File: src/rtl/id_ex_stage_pkg.sv
// Shared decode constants for the ID/EX stage: opcodes, the canonical NOP
// and instruction field bit positions.
package id_ex_stage_pkg;

    localparam logic [6:0] OPC_LOAD   = 7'b0000011;
    localparam logic [6:0] OPC_STORE  = 7'b0100011;
    localparam logic [6:0] OPC_BRANCH = 7'b1100011;
    localparam logic [6:0] OPC_RTYPE  = 7'b0110011;
    localparam logic [6:0] OPC_LUI    = 7'b0110111;
    localparam logic [6:0] OPC_AUIPC  = 7'b0010111;
    localparam logic [6:0] OPC_JAL    = 7'b1101111;

    localparam logic [31:0] NOP_INST = 32'h0000_0013;

    localparam int OPC_LSB = 0;
    localparam int OPC_MSB = 6;
    localparam int RD_LSB  = 7;
    localparam int RD_MSB  = 11;
    localparam int RS1_LSB = 15;
    localparam int RS1_MSB = 19;
    localparam int RS2_LSB = 20;
    localparam int RS2_MSB = 24;

endpackage

File: src/rtl/id_ex_stage_fwd_mux.sv
// Single-operand forwarding select: x0 reads zero, then MEM, then WB,
// then the register file value.
module fwd_mux (
    input  logic [4:0]  i_rs,
    input  logic [31:0] i_rf_data,
    input  logic        i_mem_we,
    input  logic [4:0]  i_mem_wa,
    input  logic [31:0] i_mem_wd,
    input  logic        i_wb_we,
    input  logic [4:0]  i_wb_wa,
    input  logic [31:0] i_wb_wd,
    output logic [31:0] o_data
);

    always_comb begin
        o_data = i_rf_data;
        if (i_rs == 5'd0) begin
            o_data = 32'd0;
        end else if (i_mem_we && (i_mem_wa == i_rs)) begin
            o_data = i_mem_wd;
        end else if (i_wb_we && (i_wb_wa == i_rs)) begin
            o_data = i_wb_wd;
        end
    end

endmodule

File: src/rtl/id_ex_stage.sv
// Decode-to-execute pipeline register with operand forwarding, load-use
// bubble insertion, downstream stall and branch flush.
module id_ex_stage
    import id_ex_stage_pkg::*;
#(
    parameter logic [31:0] RESET_PC = 32'h0000_2000,
    parameter int          CNT_W    = 16
) (
    input  logic             clk,
    input  logic             rst,
    input  logic             id_valid,
    input  logic [31:0]      id_pc,
    input  logic [31:0]      id_inst,
    input  logic [31:0]      rd1,
    input  logic [31:0]      rd2,
    input  logic             mem_we,
    input  logic [4:0]       mem_wa,
    input  logic [31:0]      mem_wd,
    input  logic             wb_we,
    input  logic [4:0]       wb_wa,
    input  logic [31:0]      wb_wd,
    input  logic             stall_in,
    input  logic             flush,
    output logic             rf_fwd1,
    output logic             rf_fwd2,
    output logic             id_stall,
    output logic             ex_valid,
    output logic [31:0]      ex_pc,
    output logic [31:0]      ex_inst,
    output logic [31:0]      ex_op1,
    output logic [31:0]      ex_op2,
    output logic [4:0]       ex_rd,
    output logic             ex_is_load,
    output logic [CNT_W-1:0] bubble_cnt
);

    logic [6:0]  w_opc;
    logic [4:0]  w_rd;
    logic [4:0]  w_rs1;
    logic [4:0]  w_rs2;
    logic        w_is_load;
    logic        w_uses_rs1;
    logic        w_uses_rs2;
    logic        w_hz;
    logic [31:0] w_op1;
    logic [31:0] w_op2;

    logic             r_ex_valid;
    logic [31:0]      r_ex_pc;
    logic [31:0]      r_ex_inst;
    logic [31:0]      r_ex_op1;
    logic [31:0]      r_ex_op2;
    logic [4:0]       r_ex_rd;
    logic             r_ex_is_load;
    logic [CNT_W-1:0] r_bubble_cnt;

    assign w_opc      = id_inst[OPC_MSB:OPC_LSB];
    assign w_rd       = id_inst[RD_MSB:RD_LSB];
    assign w_rs1      = id_inst[RS1_MSB:RS1_LSB];
    assign w_rs2      = id_inst[RS2_MSB:RS2_LSB];
    assign w_is_load  = (w_opc == OPC_LOAD);
    assign w_uses_rs1 = !((w_opc == OPC_LUI) || (w_opc == OPC_AUIPC) || (w_opc == OPC_JAL));
    assign w_uses_rs2 = (w_opc == OPC_RTYPE) || (w_opc == OPC_STORE) || (w_opc == OPC_BRANCH);

    // Register file write-through select: WB is writing the register being read.
    assign rf_fwd1 = wb_we && (wb_wa == w_rs1) && (w_rs1 != 5'd0);
    assign rf_fwd2 = wb_we && (wb_wa == w_rs2) && (w_rs2 != 5'd0);

    assign w_hz = id_valid && r_ex_valid && r_ex_is_load && (r_ex_rd != 5'd0) &&
                  ((w_uses_rs1 && (w_rs1 == r_ex_rd)) || (w_uses_rs2 && (w_rs2 == r_ex_rd)));

    assign id_stall = (w_hz || stall_in) && !flush;

    fwd_mux u_fwd1 (
        .i_rs      (w_rs1),
        .i_rf_data (rd1),
        .i_mem_we  (mem_we),
        .i_mem_wa  (mem_wa),
        .i_mem_wd  (mem_wd),
        .i_wb_we   (wb_we),
        .i_wb_wa   (wb_wa),
        .i_wb_wd   (wb_wd),
        .o_data    (w_op1)
    );

    fwd_mux u_fwd2 (
        .i_rs      (w_rs2),
        .i_rf_data (rd2),
        .i_mem_we  (mem_we),
        .i_mem_wa  (mem_wa),
        .i_mem_wd  (mem_wd),
        .i_wb_we   (wb_we),
        .i_wb_wa   (wb_wa),
        .i_wb_wd   (wb_wd),
        .o_data    (w_op2)
    );

    // Flush beats stall beats hazard; a bubble leaves pc/operands untouched.
    always_ff @(posedge clk or posedge rst) begin
        if (rst) begin
            r_ex_valid   <= 1'b0;
            r_ex_pc      <= RESET_PC;
            r_ex_inst    <= NOP_INST;
            r_ex_op1     <= 32'd0;
            r_ex_op2     <= 32'd0;
            r_ex_rd      <= 5'd0;
            r_ex_is_load <= 1'b0;
            r_bubble_cnt <= '0;
        end else if (flush) begin
            r_ex_valid   <= 1'b0;
            r_ex_inst    <= NOP_INST;
            r_ex_rd      <= 5'd0;
            r_ex_is_load <= 1'b0;
        end else if (stall_in) begin
            r_ex_valid   <= r_ex_valid;
        end else if (w_hz) begin
            r_ex_valid   <= 1'b0;
            r_ex_inst    <= NOP_INST;
            r_ex_rd      <= 5'd0;
            r_ex_is_load <= 1'b0;
            if (r_bubble_cnt != {CNT_W{1'b1}}) begin
                r_bubble_cnt <= r_bubble_cnt + 1'b1;
            end
        end else begin
            r_ex_valid   <= id_valid;
            r_ex_pc      <= id_pc;
            r_ex_inst    <= id_inst;
            r_ex_op1     <= w_op1;
            r_ex_op2     <= w_op2;
            r_ex_rd      <= w_rd;
            r_ex_is_load <= w_is_load;
        end
    end

    assign ex_valid   = r_ex_valid;
    assign ex_pc      = r_ex_pc;
    assign ex_inst    = r_ex_inst;
    assign ex_op1     = r_ex_op1;
    assign ex_op2     = r_ex_op2;
    assign ex_rd      = r_ex_rd;
    assign ex_is_load = r_ex_is_load;
    assign bubble_cnt = r_bubble_cnt;

endmodule

File: config.mk
export PLATFORM = sky130hd
export DESIGN_NAME = id_ex_stage
export DESIGN_NICKNAME = d
export VERILOG_FILES = /design/src/rtl/id_ex_stage_pkg.sv /design/src/rtl/id_ex_stage_fwd_mux.sv /design/src/rtl/id_ex_stage.sv
export SDC_FILE = /design/constraint.sdc
export NUM_CORES = 1
export LEC_CHECK = 0
export ABC_CLOCK_PERIOD_IN_PS = 7920
export CORE_ASPECT_RATIO = 0.7
export CORE_MARGIN = 4
export CORE_UTILIZATION = 45
export DETAILED_ROUTE_END_ITERATION = 12
export PLACE_DENSITY_LB_ADDON = 0.3
export SKIP_CTS_REPAIR_TIMING = 1
export SLEW_MARGIN = 15
export SYNTH_ARGS = -nofsm -noshare
export SYNTH_HDL_FRONTEND = slang
export SYNTH_SLANG_ARGS = --single-unit
File: constraint.sdc
create_clock -name clk -period 7.92 [get_ports clk]
set_input_delay 1.188 -clock clk [delete_from_list [all_inputs] [get_ports clk]]
set_output_delay 1.188 -clock clk [all_outputs]
set_load 0.01 [all_outputs]
==> metrics.txt <==
status completed; clock insertion delay at the later pin of the skew report 0.42 ns; PD cells 184 mW/mm^2; FF-to-FF path depth 6; drt first pass iters 5; Lkg Pwr 4.94 nW; Worst Hold End ex_pc[21]$_DFFE_PP0P_; post-synthesis register bit count 146; detailed placer's ending HPWL 20.5 mm; CTS Buffer Depth 2; num ports 363; min Tclk post-route 5.17 ns; skew final 0.0125 ns; TritonCTS clock tree yes; vias in the first global route 7612; routability congestion estimate 0.864; Mapped Cells 759; Final Cell Area 0.0122 sq mm; Fin. Hold Viols 0; area grow syn2layout 55.0%; Yosys warning total 0; count of cell types in the netlist 52; clk root buf clkbuf_16; row count 40; Worst R2R End ex_pc[17]$_DFFE_PP0P_; GRT Util Overall 28.2%; hold path start ex_pc[21]$_DFFE_PP0P_; setup tns final 0 ns; Slew headroom 23.8%; crit path max-delay cell type o221a_2; syn_area_per_cell 10.3 sq um; nets 1294; sequential area share after synthesis 46.6%; max-slew violation count 0; Worst Setup End Kind primary output; Die ar. 0.0197 sq mm; routed len/inst 21.5 um; global route overflow 0; Worst Path Max Fanout 33; PortBufs 362; Worst VDD drop 0.000112 V; WL final 28.6 mm; 1st-iter DRT viols 719; Crit Path Category in2out; layout cells sized above 1 9.21%; CP required 6.73 ns; Final ANT Viol Nets 0; Num CTS Buffers 17; RSZ-0062 raised after global routing no; Crit path arrival time 3.98 ns; final-report setup violation count 0; Max Cap Viol 0; dpl cell area 0.0115 sq mm; CP startpoint kind primary input; crit path cell chain clkdlybuf4s50_1 -> inv_1 -> o221a_2 -> and3_1 -> buf_4 -> nor2b_1 -> clkdlybuf4s50_1; Syn Nets 969; largest net degree at the start of global routing 84; worst r2r src ex_inst[8]$_DFFE_PP0P_; Initial Utilization 45.9%; Post-Syn Area 0.00785 sq mm; commonest non-fill, non-tap cells in the layout clkdlybuf4s50_1, dfrtp_1, inv_1; Die Width 166 um; commonest non-fill, non-tap cell in the layout clkdlybuf4s50_1; clk sink count 146; Min-Delay Path Class reg2reg; Cells after DPL 1296; slack of the worst reg-to-reg path 5.13 ns; Finished Layout Cells 1328; diode count 0; Core Area 0.0171 sq mm; Via Count 7583; CP bufs+invs 4; Hold Crit Depth 1; CP most frequent cell clkdlybuf4s50_1; CTS clk-pin slew, worst paths 0.07 ns; worst slew pin tran 1.14 ns; initial antenna violation count 0; top_reg_cell synth dfrtp_1; Hold WS 0.485 ns; vias per cell 5.71; DRC violations left 0; Async S/R FF share, synth 100%; Post-synth EDFFs 0; first-pass GRT wire length 44.3 mm; delay-heaviest family, CP buffers and inverters; critical path's largest stage delay 0.72 ns; die height 118 um; fmax 194 MHz; H-tree Lvls 4; period utilisation layout 65.2%
registers in the layout (all words and copies together), names as in the netlist:
| name | count |
|---|---|
| ex_op1 | 32 |
| ex_is_load | 1 |
| ex_inst | 32 |
| ex_valid | 1 |
| ex_pc | 32 |
| bubble_cnt | 16 |
| ex_op2 | 32 |
kinds of logic after synthesis:
logic type,after synthesis,synth area share (%)
AOI/OAI and AO/OA,219,23.4
and+or+nand+nor,179,12.8
xor gates and xnor gates,42,4.78
adders and majority gates,1,0.159
muxes,33,4.73
DFF,146,46.6
buffers and inverters,139,7.49
worst max path at each step:
stage,start,endpoint,slack (ns),cells after the start
2_1_floorplan,rst,bubble_cnt[0]$_DFFE_PP0P_,2.82,1
3_3_place_gp,id_inst[21],rf_fwd2,2.82,7
3_5_place_dp,id_inst[20],rf_fwd2,2.78,7
4_1_cts,id_inst[20],rf_fwd2,2.78,7
5_1_grt,id_inst[20],rf_fwd2,2.63,7
6_report,id_inst[21],rf_fwd2,2.75,7
cells in the mapped netlist (14+ instances only):
cell type	instances	area, sq um
o21ai_0	32	160
or2_2	35	219
o211ai_1	31	233
o221ai_1	31	272
xnor2_1	19	166
nor2_1	14	52.6
nand4_1	14	87.6
mux2_1	33	372
buf_2	17	85.1
or3_1	34	213
clkbuf_1	41	154
xor2_1	22	193
dfrtp_1	142	3550
a32o_1	62	621
nand2_1	43	161
a22o_1	28	245
inv_1	71	267
report_power, final:
part           switching [mW]  total (mW)  internal (mW)  leakage, nW
registers              0.0482       0.874          0.826         1.82
clock network           0.385       0.814          0.429        0.294
logic                   0.231       0.547          0.316         2.83
area by class of cell:
cell class | count | area [sq um]
inverters | 71 | 272
repair buffers | 374 | 3710
multi-input cells | 474 | 3620
flip-flops and latches | 146 | 3660
clock buffers | 17 | 425
clock inverters | 15 | 188
well taps | 231 | 289
fillers | 1307 | 4950
stage by stage:
| stage | setup WS [ns] | total power, mW | util [%] |
|---|---|---|---|
| 2_1_floorplan | 2.82 | 1.09 | - |
| 3_3_place_gp | 2.82 | 1.42 | 67.5 |
| 3_5_place_dp | 2.78 | 1.43 | 67.5 |
| 4_1_cts | 2.78 | 2.25 | 71.1 |
| 5_1_grt | 2.63 | 2.32 | 71.1 |
| 6_report | 2.75 | 2.24 | 71.1 |
routing by layer:
layer  vias to the layer above  track usage (%)  wire length (um)
met4                         0             7.06               520
met1                      3732             37.8             12100
met2                       344             45.7             13700
met5                         -                0                 0
li1                       3475                -                 -
met3                        32             7.49              2280
(Power assumes the default switching activity.)
